File: src/rtl/gray_code_pipe_converter.sv
// Pipelined bidirectional Gray/binary converter with per-word mode.
// The Gray->binary MSB-to-LSB XOR ripple is split into STAGES registered
// slices of WIDTH/STAGES bits. A carry register hands each slice's last
// resolved bit to the next stage. Binary->Gray is done entirely in stage 1
// and then rides the pipeline, so both modes have latency STAGES.
// A single global stall (advance) holds every stage under backpressure.
//
// Ports:
//   clk, rst_n          clock, asynchronous active-low reset
//   in_valid/in_ready   input handshake (in_ready is combinational)
//   in_mode             0 = Gray->binary, 1 = binary->Gray
//   in_data[WIDTH]      word to convert
//   out_valid/out_ready output handshake
//   out_mode            mode carried with the result
//   out_data[WIDTH]     converted word
module gray_code_pipe_converter #(
    parameter int unsigned WIDTH  = 8,
    parameter int unsigned STAGES = 2
) (
    input  logic             clk,
    input  logic             rst_n,
    input  logic             in_valid,
    output logic             in_ready,
    input  logic             in_mode,
    input  logic [WIDTH-1:0] in_data,
    output logic             out_valid,
    input  logic             out_ready,
    output logic             out_mode,
    output logic [WIDTH-1:0] out_data
);

    if (WIDTH < 2 || STAGES < 1 || STAGES > WIDTH || (WIDTH % STAGES) != 0) begin : g_param_check
        $error("gray_code_pipe_converter: illegal WIDTH/STAGES combination");
    end

    localparam int unsigned CHUNK = WIDTH / STAGES;

    logic                          advance;
    logic [STAGES-1:0]             stg_valid;
    logic [STAGES-1:0]             stg_mode;
    logic [STAGES-1:0]             stg_carry;
    logic [STAGES-1:0][WIDTH-1:0]  stg_data;
    logic [STAGES-1:0]             nxt_valid;
    logic [STAGES-1:0]             nxt_mode;
    logic [STAGES-1:0]             nxt_carry;
    logic [STAGES-1:0][WIDTH-1:0]  nxt_data;

    // Global stall: every stage moves only when the output slot frees up.
    assign advance  = !stg_valid[STAGES-1] || out_ready;
    assign in_ready = advance;

    // Next-state of every stage, walking from the input toward the output.
    always_comb begin
        logic [WIDTH-1:0] cur_data;
        logic [WIDTH-1:0] mask;
        logic [WIDTH-1:0] pfx;
        logic [WIDTH-1:0] res;
        logic             cur_valid;
        logic             cur_mode;
        logic             cur_carry;
        int               lo;

        nxt_valid = '0;
        nxt_mode  = '0;
        nxt_carry = '0;
        nxt_data  = '0;
        cur_data  = in_data;
        cur_valid = in_valid;
        cur_mode  = in_mode;
        cur_carry = 1'b0;
        mask      = '0;
        pfx       = '0;
        res       = '0;
        lo        = 0;

        for (int k = 0; k < int'(STAGES); k++) begin
            lo   = int'(WIDTH) - (k + 1) * int'(CHUNK);
            mask = WIDTH'({CHUNK{1'b1}}) << lo;

            // Suffix XOR inside the slice (bits above it are masked to 0),
            // then fold in the carry from the previous slice.
            pfx = cur_data & mask;
            for (int sh = 1; sh < int'(WIDTH); sh = sh * 2) begin
                pfx = pfx ^ (pfx >> sh);
            end
            res = (pfx ^ {WIDTH{cur_carry}}) & mask;

            nxt_valid[k] = cur_valid;
            nxt_mode[k]  = cur_mode;
            if (cur_mode) begin
                nxt_data[k]  = (k == 0) ? (cur_data ^ (cur_data >> 1)) : cur_data;
                nxt_carry[k] = 1'b0;
            end else begin
                nxt_data[k]  = (cur_data & ~mask) | res;
                nxt_carry[k] = 1'(res >> lo);
            end

            cur_data  = stg_data[k];
            cur_valid = stg_valid[k];
            cur_mode  = stg_mode[k];
            cur_carry = stg_carry[k];
        end
    end

    // Stage registers; all hold together while stalled.
    always_ff @(posedge clk or negedge rst_n) begin
        if (!rst_n) begin
            stg_valid <= '0;
            stg_mode  <= '0;
            stg_carry <= '0;
            stg_data  <= '0;
        end else if (advance) begin
            stg_valid <= nxt_valid;
            stg_mode  <= nxt_mode;
            stg_carry <= nxt_carry;
            stg_data  <= nxt_data;
        end
    end

    assign out_valid = stg_valid[STAGES-1];
    assign out_mode  = stg_mode[STAGES-1];
    assign out_data  = stg_data[STAGES-1];

endmodule

File: config.mk
export PLATFORM = sky130hd
export DESIGN_NAME = gray_code_pipe_converter
export DESIGN_NICKNAME = d
export VERILOG_FILES = /design/src/rtl/gray_code_pipe_converter.sv
export SDC_FILE = /design/constraint.sdc
export NUM_CORES = 1
export LEC_CHECK = 0
export ABC_CLOCK_PERIOD_IN_PS = 1960
export CORE_UTILIZATION = 45
export CTS_CLUSTER_DIAMETER = 50
export DETAILED_ROUTE_END_ITERATION = 16
export PLACE_DENSITY = 0.84
export SLEW_MARGIN = 20
export SYNTH_ARGS = -nofsm -noshare
export SYNTH_HDL_FRONTEND = slang
export SYNTH_SLANG_ARGS = --single-unit
File: constraint.sdc
create_clock -name clk -period 1.96 [get_ports clk]
set_input_delay 0.392 -clock clk [delete_from_list [all_inputs] [get_ports clk]]
set_output_delay 0.392 -clock clk [all_outputs]
set_load 0.02 [all_outputs]
==> out/results.ini <==
[drt]
drt-total-wl_mm=1.538
drtIter0Drc=10
viasPerCell=4.724
post-route-drc-count=0
vias=737
drt_pass1_iterations=4
routedWlPerCell_um=9.859
ant_nets=0

[pwr]
p_seq_share_pct=47.4
vdd_ir_drop_max_mv=0.4689
finalPower_mw=1.248
powerDensity_mw_per_mm2=992.4
p_switching_uw=406.0
intPower_uw=841.9
p_clk_share_pct=16.4
pwr-share-comb_pct=36.2
leakage_nw=0.5590
swShare_pct=32.54

[worst_setup_path]
regToRegEndpoint=out_data[0]
r2r_start=stg_data[3]
cpPeakStageDelay_ps=400
required_ps=1570
worst_path_dominant_cell_family=buffers and inverters
worst-path-buf-inv=3
critPathMaxFanout=2
start_kind=primary input
endpoint_kind=output pin
crit_arrival_ps=1490
r2r_cells=4
crit_type=in -> out
worst_path_max_delay_cell=clkdlybuf4s50_1
rrSetupSlack_ps=390
path_cells=clkdlybuf4s50_1 > nor2b_1 > clkinv_1 > dlygate4sd2_1

[die]
initial_core_util_pct=50.18
dieArea_mm2=0.002472
rows=16
die_y_um=49.72
num_io_pins=24
core_mm2=0.002042
dieWidth_um=49.72

[placed_design]
gp_congestion=0.7046
dp_hpwl_mm=1.142
post_dp_cell_area_mm2=0.001232
io_buffers=23

[clocking]
cts_setup_buffers=0
cts_buffer_depth=2
hold_buffers=0
clock_latency_ps=300
path_clk_slew_ps=110
cts_sinks=21
htreeDepth=1
cts-root-buf=clkbuf_4
cts_buffers=3
cts_tree=built

[sta]
setup_viol=0
hold_violations=0
tightest_slew_ps=285.1
finalClockSkew_ps=1.434
fin_crit_ps=1882
max_slew_margin_pct=80.85
period_share_pct=96.03
fmax_ghz=0.5313
finalMaxSlewViolations=0
rsz0062_at_grt=no

[cells_and_area]
fillers=186
fin_nets=143
regArea_um2=525.5
diodes=0
finalInstanceArea_mm2=0.001257
area_growth_pct=22.71
drive_above_1_share_pct=5.426
multiInputGateArea_um2=416.7

[hold_path]
hold_class=in -> async

[global_route]
grt_max_degree=25
grt_pass1_wl_mm=2.732
antenna_found_initial=0
overflow=0
grt_pass1_vias=630
grt_usage_pct=14.65

[synthesis]
syn_area_mm2=0.001025
synth.distinct_cells=16
synthCells=112
avgSynthCellArea_um2=9.149
synth_seq_cells=21
syn-num-nets=125
ys_seq_area_share_pct=51.28
yosys_warnings=0

[status]
status=finished, final reports clean

[run]
drv_cap=0

worst max-delay path by stage:
stage,from,to,slack [ps],cells after the start
after CTS,out_ready,in_ready,70,4
after global routing,out_ready,in_ready,20,4
final,out_ready,in_ready,80,4
after detailed placement,out_ready,in_ready,-130,4
after floorplan,stg_valid[1],in_ready,310,4
after global placement,out_ready,in_ready,-130,4
cells by family (layout without fill, tap and decap cells):
logic type | Yosys count | in the layout | share of synthesized area (%)
buffers and inverters | 14 | 31 | 8.059
xor gates and xnor gates | 16 | 16 | 15.14
DFF | 21 | 21 | 51.28
and+or+nand+nor | 48 | 48 | 18.80
AOI/OAI and AO/OA | 13 | 13 | 6.716
metrics by stage:
step	setup slack (ps)	hold WS [ps]	std cells	util (%)	TNS, ps
2_1_floorplan	309.4	96.41	112	-	0
3_3_place_gp	-132.5	445.6	152	60.36	-132.5
3_5_place_dp	-130.9	456.1	152	60.36	-130.9
4_1_cts	73.87	431.9	156	61.58	0
5_1_grt	19.58	449.1	156	61.58	0
6_report	77.85	422.2	156	61.58	0
placed cells by master, fill, tap and decap left out, drive strengths merged, types with 3 or more instances in the layout:
cell type	synthesis	layout
nor2b	3	3
a21oi	3	3
buf	8	3
nand2	36	36
o21ai	8	8
nor2	7	7
xor2	7	7
dfrtp	21	21
xnor2	8	8
clkbuf	5	4
clkdlybuf4s50	0	22
sequential cells by signal (all words and copies together), names as in the netlist:
signal     flops
stg_data       8
stg_carry      1
stg_valid      2
stg_mode       2
out_data       8
synthesized netlist by cell type:
cell      instances  share of area (%)
a21oi_1           3                1.5
a31oi_1           1               0.61
buf_4             8                5.9
clkbuf_1          5                1.8
clkinv_1          1               0.37
dfrtp_1          21                 51
nand2_1          36                 13
nand2b_1          1               0.61
nor2_1            7                2.6
nor2b_1           3                1.8
o21ai_0           8                3.9
o31ai_1           1               0.73
or3_1             1               0.61
xnor2_1           8                6.8
xnor3_2           1                2.3
xor2_1            7                6.0
timing repair:
item	CTS	global route
hold endpoints to repair	0	0
endpoints found under the setup margin	1	0
gates resized for setup	1	0
power groups by stage:
stage	Clock, mW	Sequential, mW	Combinational, mW
final	0.204	0.592	0.452
after CTS	0.209	0.593	0.458
after detailed placement	0	0.603	0.458
after global placement	0	0.596	0.450
after global routing	0.227	0.609	0.495
after floorplan	0	0.596	0.339
metal layers:
metal,vias up,GRT usage (%),wire length (um)
met5,-,0,0
met4,0,7.143,36
met3,4,1.852,48
met2,18,24.10,738
met1,337,18.99,714
li1,378,-,-
worst register-to-register path, delay by kind of cell, from the launching register on:
kind | cells | cell delay (ps)
AO/OA/AOI/OAI | 1 | 160
XOR/XNOR | 2 | 620
flip-flops | 1 | 430
AND/OR/NAND/NOR | 1 | 300
layout make-up:
type	instances	share of cell area (%)
flip-flops and latches	21	41.79
multi-input cells	77	33.13
clock buffers	4	2.090
inverters	1	0.2985
well taps	27	2.687
repair buffers	26	20.00
(Power assumes the default switching activity.)
